File: src/rtl/esc_pwm_gen.sv
// ---------------------------------------------------------------------------
// esc_pwm_gen
//
// Per-motor ESC pulse generator. Turns an 11-bit speed into a fixed-rate
// servo-style pulse. The default parameters give a 400 Hz frame at 50 MHz,
// a 1 ms pulse at speed 0 and about 2 ms at speed 2047.
//
// A new speed passes through a three-stage width pipeline:
//   capture -> scale -> offset/saturate
// The result is held as a pending width. It is only promoted to the live
// width on the last cycle of a frame, so a pulse is never cut short or
// stretched part-way through.
//
// Ports:
//   clk          system clock, rising edge
//   rst          asynchronous active-high reset
//   wrt          one-cycle strobe: capture SPEED
//   SPEED[10:0]  requested speed, 0..2047
//   PWM          registered ESC pulse output
//   frame_start  one-cycle pulse on the first cycle of each frame (cnt == 0)
//   pulse_cyc    width in cycles of the frame currently being output
//
// Optional feature (macro SLEW_LIMIT_EN):
//   When defined, each frame boundary moves pulse_cyc toward the pending
//   width by at most MAX_STEP cycles. The pending width stays valid until
//   it is reached. When undefined, the width jumps in one boundary, and
//   neither the MAX_STEP parameter nor any slew hardware exists.
// ---------------------------------------------------------------------------
module esc_pwm_gen #(
    parameter int PERIOD_CYC = 125000,
    parameter int MIN_PULSE  = 50000,
    parameter int SPD_SCALE  = 25
`ifdef SLEW_LIMIT_EN
    ,
    parameter int MAX_STEP   = 2000
`endif
) (
    input  logic        clk,
    input  logic        rst,
    input  logic        wrt,
    input  logic [10:0] SPEED,
    output logic        PWM,
    output logic        frame_start,
    output logic [16:0] pulse_cyc
);

    localparam logic [16:0] LAST_CNT = 17'(PERIOD_CYC - 1);
    localparam logic [16:0] MIN_W    = 17'(MIN_PULSE);
    localparam logic [16:0] SCALE_W  = 17'(SPD_SCALE);

    // Frame counter and output registers
    logic [16:0] cnt_q, cnt_d;
    logic        pwm_q, pwm_d;
    logic        frame_start_q, frame_start_d;
    logic        at_boundary;

    // Width pipeline registers
    logic [10:0] spd_q, spd_d;
    logic        spd_valid_q, spd_valid_d;
    logic [16:0] prod_q, prod_d;
    logic        prod_valid_q, prod_valid_d;
    logic [16:0] pulse_pend_q, pulse_pend_d;
    logic        pend_valid_q, pend_valid_d;
    logic [16:0] pulse_cyc_q, pulse_cyc_d;

    // Stage-3 sum is one bit wider so an overflowing parameter set saturates
    // instead of wrapping.
    logic [17:0] width_sum;

    // Free-running frame counter, 0 .. PERIOD_CYC-1.
    // The last count is the frame boundary.
    always_comb begin
        at_boundary = (cnt_q == LAST_CNT);
        cnt_d       = at_boundary ? 17'd0 : cnt_q + 17'd1;
    end

    // Width pipeline.
    // Each stage carries its own valid bit, so only a real write reaches
    // the pending width. A strobe held high keeps recapturing SPEED, and the
    // last captured value is the one that arrives last.
    always_comb begin
        spd_d        = wrt ? SPEED : spd_q;
        spd_valid_d  = wrt;

        prod_d       = spd_valid_q ? ({6'd0, spd_q} * SCALE_W) : prod_q;
        prod_valid_d = spd_valid_q;

        width_sum    = {1'b0, prod_q} + {1'b0, MIN_W};
        pulse_pend_d = pulse_pend_q;
        if (prod_valid_q) begin
            if (width_sum > {1'b0, LAST_CNT}) begin
                pulse_pend_d = LAST_CNT;
            end else begin
                pulse_pend_d = width_sum[16:0];
            end
        end
    end

`ifdef SLEW_LIMIT_EN
    localparam logic [16:0] STEP_W = 17'(MAX_STEP);

    // Next live width when ramping: the pending width if it is within one
    // step, otherwise one step from the current width in its direction.
    logic [16:0] slew_target;

    always_comb begin
        slew_target = pulse_pend_q;
        if (pulse_pend_q > pulse_cyc_q) begin
            if ((pulse_pend_q - pulse_cyc_q) > STEP_W) begin
                slew_target = pulse_cyc_q + STEP_W;
            end
        end else begin
            if ((pulse_cyc_q - pulse_pend_q) > STEP_W) begin
                slew_target = pulse_cyc_q - STEP_W;
            end
        end
    end
`endif

    // Frame-boundary promotion of the pending width.
    // A stage-3 result that lands on the boundary cycle itself is a write
    // for the following frame. Its set therefore overrides the clear, and
    // the new value stays pending.
    always_comb begin
        pulse_cyc_d  = pulse_cyc_q;
        pend_valid_d = pend_valid_q;
        if (at_boundary && pend_valid_q) begin
`ifdef SLEW_LIMIT_EN
            pulse_cyc_d = slew_target;
            if (slew_target == pulse_pend_q) begin
                pend_valid_d = 1'b0;
            end
`else
            pulse_cyc_d  = pulse_pend_q;
            pend_valid_d = 1'b0;
`endif
        end
        if (prod_valid_q) begin
            pend_valid_d = 1'b1;
        end
    end

    // The output compare uses next-cycle values, so PWM is a flop. It rises
    // together with frame_start and stays high for exactly pulse_cyc cycles.
    always_comb begin
        frame_start_d = (cnt_d == 17'd0);
        pwm_d         = (cnt_d < pulse_cyc_d);
    end

    // State registers.
    // Reset loads the minimum width directly. The first frame is therefore
    // the zero-throttle arming pulse, and any pending width is dropped.
    always_ff @(posedge clk or posedge rst) begin
        if (rst) begin
            cnt_q         <= 17'd0;
            pwm_q         <= 1'b0;
            frame_start_q <= 1'b0;
            spd_q         <= 11'd0;
            spd_valid_q   <= 1'b0;
            prod_q        <= 17'd0;
            prod_valid_q  <= 1'b0;
            pulse_pend_q  <= MIN_W;
            pend_valid_q  <= 1'b0;
            pulse_cyc_q   <= MIN_W;
        end else begin
            cnt_q         <= cnt_d;
            pwm_q         <= pwm_d;
            frame_start_q <= frame_start_d;
            spd_q         <= spd_d;
            spd_valid_q   <= spd_valid_d;
            prod_q        <= prod_d;
            prod_valid_q  <= prod_valid_d;
            pulse_pend_q  <= pulse_pend_d;
            pend_valid_q  <= pend_valid_d;
            pulse_cyc_q   <= pulse_cyc_d;
        end
    end

    assign PWM         = pwm_q;
    assign frame_start = frame_start_q;
    assign pulse_cyc   = pulse_cyc_q;

endmodule

File: config.mk
export PLATFORM = sky130hd
export DESIGN_NAME = esc_pwm_gen
export DESIGN_NICKNAME = d
export VERILOG_FILES = /design/src/rtl/esc_pwm_gen.sv
export SDC_FILE = /design/constraint.sdc
export NUM_CORES = 1
export LEC_CHECK = 0
export ABC_AREA = 1
export BUFFER_PORTS_ARGS = -buffer_cell sky130_fd_sc_hd__buf_2
export CORE_MARGIN = 4
export CORE_UTILIZATION = 49
export DETAILED_ROUTE_END_ITERATION = 8
export HOLD_SLACK_MARGIN = 0.05
export PLACE_DENSITY = 0.69
export SETUP_SLACK_MARGIN = 0.3
export SYNTH_ARGS = -nofsm -noshare
export SYNTH_HDL_FRONTEND = slang
export SYNTH_SLANG_ARGS = --single-unit
File: constraint.sdc
create_clock -name clk -period 2.95 [get_ports clk]
set_input_delay 0.1475 -clock clk [delete_from_list [all_inputs] [get_ports clk]]
set_output_delay 0.1475 -clock clk [all_outputs]
set_load 0.005 [all_outputs]
After elaboration in Yosys (flattened, before gate mapping). Index checks and enable logic that the tools add are counted.

Memories: 0. Word-level logic and storage cells: 24. Bits in registers: 83. Bits in writable memories: 0. Memory bits (read-only): 0. Input port bits: 14. Bits in latches: 0.

Mux-type cells: 5. Magnitude comparators: 2. Div/mod/pow operators: 0. Add/sub/neg operators: 2. Reductions and logical operators: 3. Bitwise logic cells: 0. $mul: 1. Eq/ne operators: 1. Shifts and indexed selects: 0.

Operators by type and width (count): $mux 17 (3); $add 16x16->17 const B (1); $add 17x1->17 const B (1); $eq 17x17->1 const B (1); $gt 17x17->1 const B (1); $logic_not 17->1 (1); $lt 17x17->1 (1); $mul 11x5->16 const B (1); $mux 1 (2); $reduce_bool 2->1 (1); $logic_and 1x1->1 (1).

Longest topological paths before layout. Gate-level depths: netlist (run 1).

Word-level depth: 4. Mapped depth: 20. Depth with buffers taken out: 20.

Worst setup path before layout (run 1). Ideal clock, no wire load.

Kind: register to register. From: register spd_q[2]. To: register prod_q[13]. Period minus slack after synthesis: 2.817 ns. Cell stages (with the launch flop): 15. Required time: 2.832 ns. Buffers on the path: 0. Path slack: 0.133 ns. Arrival time: 2.699 ns. Cell sequence: dfrtp_1 ha_1 ha_1 fa_1 ha_1 a21oi_1 nand2_1 inv_1 nor2_1 nor2_1 o21ai_0 a21oi_1 nand2_1 nand3_1 nand2_1.

Word-level cells in the longest chain between the ends: 1.

Ends and longest elaborated chain: start, declared (RTL line 58) `logic [10:0] spd_q, spd_d;`; start signal, assigned (RTL line 169) `spd_q <= spd_d;`; $mul 11x5->16 (RTL line 85) `prod_d = spd_valid_q ? ({6'd0, spd_q} * SCALE_W) : prod_q;`; end signal, assigned (RTL line 171) `prod_q <= prod_d;`; end, declared (RTL line 60) `logic [16:0] prod_q, prod_d;`.

No other way between the ends. A chain may end at the register's enable or synchronous reset.

Worst setup path in the final report (run 1).
From: register spd_q[4]. To: register prod_q[10].

The elaborated chain is that of the path after synthesis.

==> qor.csv, run 1 <==
metric,value,unit
status,completed,
worstSetupPathType,flip-flop to flip-flop,
gp_congestion,0.911,
p_per_area,697,nW/um^2
drc,0,
leakagePower,3.34,nW
groute.usage.overall,21.0,%
top_layer_used,met4,
fin_util,64.6,%
cp_top_family,adder cells,
wl_met2,6690,um
post-dp-hpwl,8730,um
required,3.20,ns
cts.path.max_buffers,2,
dieArea,12200,sq um
period_minus_slack,2.83,ns
synth-compound-area-share,8.82,%
crit_fanout,5,
drive_above_1_share,31.6,%
synthAdderAreaFrac,15.9,%
numCtsBuffers,9,
hold_viol,0,
crit_chain,ha_4 -> ha_4 -> inv_2 -> fa_1 -> inv_2 -> ha_4 -> a21oi_4 -> o21ai_4 -> a21o_1 -> buf_6 -> xnor2_4 -> o21ai_2,
layout_setup_ws,0.118,ns
drt-met1-wl,5560,um
seq_area_frac_synth,40.6,%
fp.dieW,111,um
firstDrtPassIters,5,
ant_nets,0,
rsz0062_at_grt,yes,
grt_max_degree,47,
core-area,10300,sq um
hold_depth,1,
synthToLayoutAreaGrowth,28.9,%
hold_class,input port to flip-flop,
cp_common_cell,ha_4,
final.setup.tns,0,ns
wl_met3,626,um
ys_types,41,
cts.sinks,83,
cts_htree_levels,3,
grt_antenna_before_repair,0,
synth_top_family_by_area,simple AND/OR/NAND/NOR gates,
start_util,50.1,%
end_kind,flip-flop,
root_buffer,clkbuf_8,
viasPerCell,5.18,
slew_headroom,47.8,%
path_depth,12,
synth_top_area_share,34.5,%
r2r_start,spd_q[4]$_DFFE_PP0P_,
synth_seq_cells,83,
synth_top_cell_by_area,dfrtp_1,
cp.arrival,3.08,ns
synth_xor_area_share,2.21,%
preCtsSetupSlack,0.0937,ns
num_vias,4365,
syn_area_per_cell,8.34,sq um
netlist_top_cells_area,"dfrtp_1 (34%), ha_1 (14%), nand2_1 (11%)",
postSynthCellCount,618,
max_freq,353,MHz
cpPeakStageDelay,0.50,ns
die_h,111,um
hold_slack,0.0668,ns
drt_wl_total,13400,um
io_pins,33,
overflow,0,
nets,777,
grt_pass1_wl,21100,um
synth-simple-area-share,22.3,%
ir_drop,352,uV
synthesis.area,5150,sq um
io_buffers,32,
cap_violations,0,
setup_violations,0,
hp-start,wrt,
drt_iter0_drc,362,
cts_tree,done,
start_kind,flip-flop,
wl_per_cell,15.9,um
synth_fp_nets,694,
placementRows,37,
clk-insertion-delay-late,0.36,ns
skew,0.0153,ns
diodes,0,
crit_start,spd_q[4]$_DFFE_PP0P_,
synth_warnings,0,
clk_pin_slew,0.09,ns
synthMuxAreaShare,1.53,%
grt_pass1_vias,4433,
maxSlewViolCount,0,
power,0.00463,W
critPathSlowestCell,fa_1,
crit_buf_inv,3,
worst_pin_slew,0.783,ns
r2r_cells,12,
fin_crit_sh,96.0,%
==> where the power goes <==
part	internal (W)	leakage, nW	total (W)	switching, W
Combinational	0.000985	2.22	0.00216	0.00117
Clock	0.000504	0.106	0.000939	0.000435
Sequential	0.00136	1.02	0.00153	0.000170
==> final cells by class <==
type                            instances  area (sq um)
Clock buffer                           11           141
Clock inverter                          5          83.8
Fill cell                             835          3640
Inverter                              104           403
Multi-Input combinational cell        422          3160
Sequential cell                        83          2100
Tap cell                              136           170
Timing Repair Buffer                   81           582
==> routing by layer <==
layer,global-route usage [%],vias to the layer above
met1,26.1,2038
met2,36.6,131
li1,-,2152
met4,7.80,0
met5,0,-
met3,3.45,44
==> path summary, 6_finish.rpt <==
kind | end | slack, ns
setup / recovery | prod_q[10]$_DFFE_PP0P_ | 0.12
hold / removal | prod_valid_d$_DFF_PP0_ | 0.07
setup reg to reg | prod_q[10]$_DFFE_PP0P_ | 0.12
hold reg to reg | pulse_pend_q[6]$_DFFE_PP1P_ | 0.48
max in group asynchronous | pulse_cyc[9]$_DFF_PP1_ | 1.67
min in group asynchronous | pulse_pend_q[7]$_DFFE_PP0P_ | 0.45
==> cells in the final DEF, fill, tap and decap left out, types with 12 or more instances in the layout <==
| master | count |
|---|---|
| o21ai_0 | 27 |
| nand3_2 | 12 |
| buf_4 | 33 |
| nand2_1 | 146 |
| dlygate4sd3_1 | 12 |
| buf_2 | 32 |
| nand3_1 | 21 |
| inv_2 | 14 |
| ha_4 | 19 |
| ha_1 | 36 |
| inv_1 | 84 |
| dfstp_2 | 12 |
| nor2_1 | 27 |
| a21oi_1 | 12 |
| dfrtp_1 | 65 |
==> cell usage after synthesis, drive strengths merged <==
library cell	n
inv	101
o21bai	3
o21ai	48
nand3	34
clkinv	3
mux2	7
nand2	163
a31oi	2
buf	2
a21o	3
nand4	10
nor3	8
xnor2	4
o22ai	1
a211oi	3
xor2	9
clkbuf	7
ha	56
fa	6
a21oi	19
dfrtp	71
nor2	40
nand3b	1
dfstp	12
o21a	1
nor4	1
or2	3
==> metrics by stage <==
step / area (sq um) / std cells
5_1_grt: 6640 / 842
3_5_place_dp: 5580 / 785
4_1_cts: 6290 / 833
2_1_floorplan: 5230 / 618
6_report: 6640 / 842
3_3_place_gp: 5580 / 785
==> flip-flops by register name (all words and copies together) (netlist names) <==
name and flops:
pulse_cyc 17, frame_start 1, prod_q 16, pulse_pend_q 17, prod_valid_q 1, cnt_q 17, prod_valid_d 1, spd_q 11
pend_valid_q 1, PWM 1
==> cells by family (layout without fill, tap and decap cells) <==
logic type	Yosys count	after routing
AO/OA/AOI/OAI	80	80
buffers and inverters	113	201
AND/OR/NAND/NOR	260	260
multiplexers	7	7
flip-flops	83	83
adder cells (fa/ha/maj)	62	62
XOR/XNOR	13	13
==> repair_timing <==
action,in CTS,in global routing
hold buffers,12,0
pin swaps,29,36
hold endpoints to repair,44,0
setup buffers,20,9
setup endpoints to repair,9,11
resized for setup,41,62
Note: power is estimated with default switching activity, not from simulation.
==> run 2: changes to the inputs <==
ABC_AREA = unset   (was 1)
RECOVER_POWER = 25   (was unset)
==> run 2 against run 1 <==
Worst hold slack gained 0.40 ns. Final area grew 1.9%. Total power is 7.7% lower. Largest cell class unchanged. Critical path type unchanged. Core utilization increased by 3.4 points. Register-to-register slack worse by 0.41 ns. Highest routed layer unchanged. The flow now finishes with violations (negative setup slack). Die area fell by 1.3%. Sequential power rose by 3%. Sequential cell count did not move. Via count down 6.9%. Largest power group unchanged. Maximum frequency is 13% lower. Clock power decreased by 9.3%. Sequential share of layout area shrank 0.65 points.
==> qor.csv, run 2 <==
metric,value,unit
preCtsSetupSlack,-0.277,ns
ff_latch_area,2100,sq um
cap_violations,0,
max_freq,309,MHz
synth_seq_cells,83,
synthesis.area,5080,sq um
required,3.20,ns
firstDrtPassIters,5,
status,finished with violations,
layout_common_cells,"dfrtp_1 (68), nand2_1 (66), buf_4 (46)",
seq_area_frac_synth,41.2,%
synth_fp_nets,578,
nets,690,
synth_top_area_share,35.0,%
ys_types,53,
synth_warnings,0,
ant_nets,0,
drc,0,
netlist_top_cells_area,"dfrtp_1 (35%), ha_1 (14%), dfstp_2 (6.2%)",
slew_headroom,26.2,%
crit_fanout,3,
grt_max_degree,64,
violations,negative setup slack,
wl_per_cell,17.2,um
worst_pin_slew,1.11,ns
io_buffers,32,
worstSetupPathType,flip-flop to flip-flop,
layout_commonest_cell,dfrtp_1,
hold_viol,0,
core-area,9950,sq um
rsz0062_at_grt,yes,
fp.dieW,110,um
layout_setup_ws,-0.288,ns
hold_slack,0.468,ns
fin_util,68.0,%
grt_pass1_vias,4140,
num_vias,4064,
ir_drop,452,uV
fin_crit_sh,110,%
placementRows,36,
synthFlopType,dfrtp_1,
synth_top_cell_by_area,dfrtp_1,
grt_antenna_before_repair,0,
p_per_area,631,nW/um^2
cts.path.max_buffers,2,
start_util,51.0,%
start_kind,flip-flop,
cp.arrival,3.49,ns
drive_above_1_share,36.8,%
numCtsBuffers,9,
rrSetupSlack,-0.29,ns
drt_iter0_drc,194,
clk-insertion-delay-late,0.37,ns
period_minus_slack,3.24,ns
post-dp-hpwl,8720,um
synth-edff-count,0,
dieArea,12100,sq um
groute.usage.overall,21.1,%
die_h,110,um
syn_area_per_cell,10.1,sq um
leakagePower,3.26,nW
cts.sinks,83,
cts_htree_levels,3,
root_buffer,clkbuf_8,
clk_pin_slew,0.09,ns
setup_violations,8,
cts_tree,done,
hold_class,flip-flop to flip-flop,
postSynthCellCount,502,
synth-async-reset-ratio,100,%
overflow,0,
gp_congestion,0.876,
viasPerCell,5.40,
synth_common_cells,"nand2_1 (76), dfrtp_1 (71), ha_1 (56)",
maxSlewViolCount,0,
fillers,701,
synthToLayoutAreaGrowth,33.3,%
io_pins,33,
multi_input_area,3240,sq um
grt_pass1_wl,19800,um
final.setup.tns,-1.11,ns
end_kind,flip-flop,
diodes,0,
drt_wl_total,12900,um
skew,0.0198,ns
synth.most_common_cell,nand2_1,
[run 2: cell count changes after synthesis, sizes merged, moves of 10 or more]
| cell | delta |
|---|---|
| inv | -71 |
| nor2 | -10 |
| xnor2 | +13 |
| nand2 | -87 |
| nand3 | -25 |
| and2 | +18 |
| o21ai | -37 |
| mux2i | +11 |
| mux2 | +13 |
[run 2: report_power, final]
part / switching (W) / total, W / internal [W]
combinational: 0.000864 / 0.00185 / 0.000986
sequential: 0.000199 / 0.00157 / 0.00137
clock: 0.000455 / 0.000852 / 0.000397
[run 2: per-layer routing]
metal  part of all wire [%]  GRT usage, %  wire, um
met5                      0             0         0
met4                    3.4          9.17       445
met3                    3.6          3.93       465
met2                     54          38.8      6970
met1                     39          23.7      5030
[run 2: layout make-up]
cell class / count / share of cell area [%]
repair buffers: 118 / 14.1
inverters: 31 / 1.74
multi-input cells: 371 / 47.8
flip-flops and latches: 83 / 31.0
well taps: 133 / 2.46
clock buffers: 9 / 1.83
clock inverters: 7 / 1.13
[run 2: final timing paths]
kind,cells after the start,end,startpoint
worst max register to register,10,prod_q[13]$_DFFE_PP0P_,spd_q[3]$_DFFE_PP0P_
worst max-delay path,10,prod_q[13]$_DFFE_PP0P_,spd_q[3]$_DFFE_PP0P_
worst min register to register,2,pulse_cyc[15]$_DFF_PP1_,pulse_pend_q[15]$_DFFE_PP1P_
min in group asynchronous,3,cnt_q[9]$_DFF_PP0_,rst
max in group asynchronous,4,spd_q[2]$_DFFE_PP0P_,rst
worst min-delay path,2,pulse_cyc[15]$_DFF_PP1_,pulse_pend_q[15]$_DFFE_PP1P_
[run 2: cells by family after synthesis]
logic type / share of synthesized area, %
AOI/OAI and AO/OA: 8.11
xor gates and xnor gates: 6.04
adders and majority gates: 16.2
buffers and inverters: 3.97
DFF: 41.2
muxes: 6.60
and+or+nand+nor: 17.9
[run 2: metrics by stage]
| stage | total power (W) | cell area, sq um | std cells |
|---|---|---|---|
| 2_1_floorplan | 0.00249 | 5190 | 502 |
| 3_3_place_gp | 0.00279 | 5720 | 688 |
| 3_5_place_dp | 0.00286 | 5720 | 688 |
| 4_1_cts | 0.00388 | 6440 | 741 |
| 5_1_grt | 0.00452 | 6770 | 752 |
| 6_report | 0.00427 | 6770 | 752 |
[run 2: repair_timing]
item,CTS,global route
setup buffers,24,11
pin swaps,34,32
endpoints found under the setup margin,9,12
hold buffers,13,0
resized for setup,47,43
hold endpoints to repair,32,0
[run 2: critical path, stage by stage, from the launching register on]
cell	delay [ns]
dfrtp_2	0.46
ha_4	0.29
ha_4	0.20
fa_2	0.59
ha_4	0.21
and2_4	0.16
a22o_4	0.23
o41ai_4	0.36
a21oi_1	0.18
xor2_1	0.19
mux2_4	0.26
==> run 3: changes to the inputs <==
BUFFER_PORTS_ARGS = unset   (was -buffer_cell sky130_fd_sc_hd__buf_2)
CTS_BUF_LIST = sky130_fd_sc_hd__clkbuf_16   (was unset)
DONT_BUFFER_PORTS = 1   (was unset)
PLACE_DENSITY = 0.66   (was 0.69)
==> run 3 against run 2 <==
Clock-buffer cell count unchanged. Critical path type unchanged. The run ends with max-capacitance violations, max-slew violations, negative setup slack left. Clock power increased by 38%. Largest cell class unchanged. Total power grew 3.6%. Largest power group unchanged. Core utilization down 1.2 points.
==> qor.csv, run 3 (synthesized netlist as in run 2, its figures left out) <==
metric,value,unit
cap_violations,1,
hold_class,input port to flip-flop,
max_freq,324,MHz
period_minus_slack,3.08,ns
worstSetupPathType,flip-flop to flip-flop,
layout_setup_ws,-0.132,ns
ir_drop,491,uV
cts.sinks,83,
core-area,9950,sq um
worst_pin_slew,1.95,ns
drc,0,
dieArea,12100,sq um
gp_congestion,0.864,
viasPerCell,5.50,
post-dp-hpwl,8640,um
grt_antenna_before_repair,0,
start_util,51.0,%
wl_per_cell,16.7,um
die_h,110,um
clk_pin_slew,0.07,ns
firstDrtPassIters,4,
num_vias,3946,
start_kind,flip-flop,
whs_endpoint,spd_q[8]$_DFFE_PP0P_,
nets,656,
synthToLayoutAreaGrowth,30.9,%
layout_common_cells,"dfrtp_1 (69), nand2_1 (66), buf_4 (60)",
hp-start,SPEED[8],
overflow,0,
r2r_cells,12,
cts.path.max_buffers,2,
io_buffers,0,
setup_violations,4,
fin_crit_sh,104,%
grt_pass1_vias,4123,
cts_htree_levels,3,
crit_fanout,3,
grt_max_degree,45,
status,finished with violations,
diodes,0,
groute.usage.overall,21.1,%
drive_above_1_share,33.8,%
drt_wl_total,12000,um
instances_no_fill,718,
layout_commonest_cell,dfrtp_1,
fp.dieW,110,um
rr_endpoint,prod_q[13]$_DFFE_PP0P_,
required,3.18,ns
root_buffer,clkbuf_16,
rrSetupSlack,-0.13,ns
maxSlewViolCount,45,
io_pins,33,
violations,"max-capacitance violations, max-slew violations, negative setup slack",
placementRows,36,
skew,0.00967,ns
end_kind,flip-flop,
cts_tree,done,
clk-insertion-delay-late,0.34,ns
p_per_area,666,nW/um^2
rsz0062_at_grt,yes,
cp.arrival,3.31,ns
hold_viol,0,
ant_nets,0,
slew_headroom,-30.8,%
grt_pass1_wl,19600,um
placed_cells,674,
leakagePower,3.12,nW
power,0.00443,W
r2r_start,spd_q[3]$_DFFE_PP0P_,
drt_iter0_drc,144,
hold_depth,3,
numCtsBuffers,9,
==> run 3: metal layers <==
metal / vias to the layer above / share of wire [%] / global-route usage, % / wire [um]
met3: 34 / 3.3 / 3.93 / 397
met4: 0 / 3.1 / 9.26 / 370
met2: 83 / 54 / 39.1 / 6440
met5: - / 0 / 0 / 0
li1: 1898 / - / - / -
met1: 1931 / 40 / 23.3 / 4760
==> run 3: worst max path at each step <==
stage	from	to	slack, ns	depth (start not counted)
CTS	spd_q[3]$_DFFE_PP0P_	prod_q[13]$_DFFE_PP0P_	-0.21	12
finish	spd_q[3]$_DFFE_PP0P_	prod_q[13]$_DFFE_PP0P_	-0.13	12
detailed placement	spd_q[2]$_DFFE_PP0P_	prod_q[13]$_DFFE_PP0P_	-0.29	10
global placement	spd_q[2]$_DFFE_PP0P_	prod_q[13]$_DFFE_PP0P_	-0.17	10
floorplan	spd_q[4]$_DFFE_PP0P_	prod_q[13]$_DFFE_PP0P_	-0.08	12
global route	spd_q[3]$_DFFE_PP0P_	prod_q[11]$_DFFE_PP0P_	-0.22	12
==> run 3: worst max-delay path: stages (launching register included) <==
cell	delay, ns
dfrtp_2	0.45
ha_4	0.24
ha_4	0.26
inv_2	0.03
fa_1	0.49
inv_2	0.05
ha_4	0.22
and2_4	0.13
a22o_4	0.22
o41ai_4	0.32
a21oi_2	0.11
xor2_1	0.19
mux2_4	0.26
==> run 3: through the flow <==
stage	setup TNS (ns)	setup WS, ns	cell area, sq um	utilization (%)	hold slack, ns
floorplan	-0.139	-0.0809	5190	-	0.179
global placement	-0.483	-0.171	5680	57.1	0.181
detailed placement	-0.901	-0.287	5680	57.1	0.181
CTS	-0.677	-0.212	6430	64.6	0.406
global route	-0.938	-0.220	6650	66.8	0.474
finish	-0.458	-0.132	6650	66.8	0.472
==> run 3: repair_timing <==
| item | CTS | global route |
|---|---|---|
| buffers inserted | 11 | 3 |
| endpoints found under the setup margin | 9 | 10 |
| gates resized for setup | 39 | 34 |
| hold buffers | 13 | 0 |
| gates cloned | 1 | 0 |
| pin swaps | 28 | 22 |
| endpoints found under the hold margin | 48 | 0 |
==> run 3: cell type report <==
cell class | count | area (sq um)
fill | 740 | 3310
multi-input combinational | 371 | 3240
tap | 133 | 166
clock inverter | 7 | 82.6
sequential | 83 | 2090
clock buffer | 9 | 225
timing repair buffer | 84 | 724
inverter | 31 | 118
==> run 3: power by group <==
part	total [W]	internal [W]	switching, W
combinational	0.00168	0.000881	0.000800
clock	0.00118	0.000670	0.000510
sequential	0.00156	0.00137	0.000191
total	0.00443	0.00292	0.00150
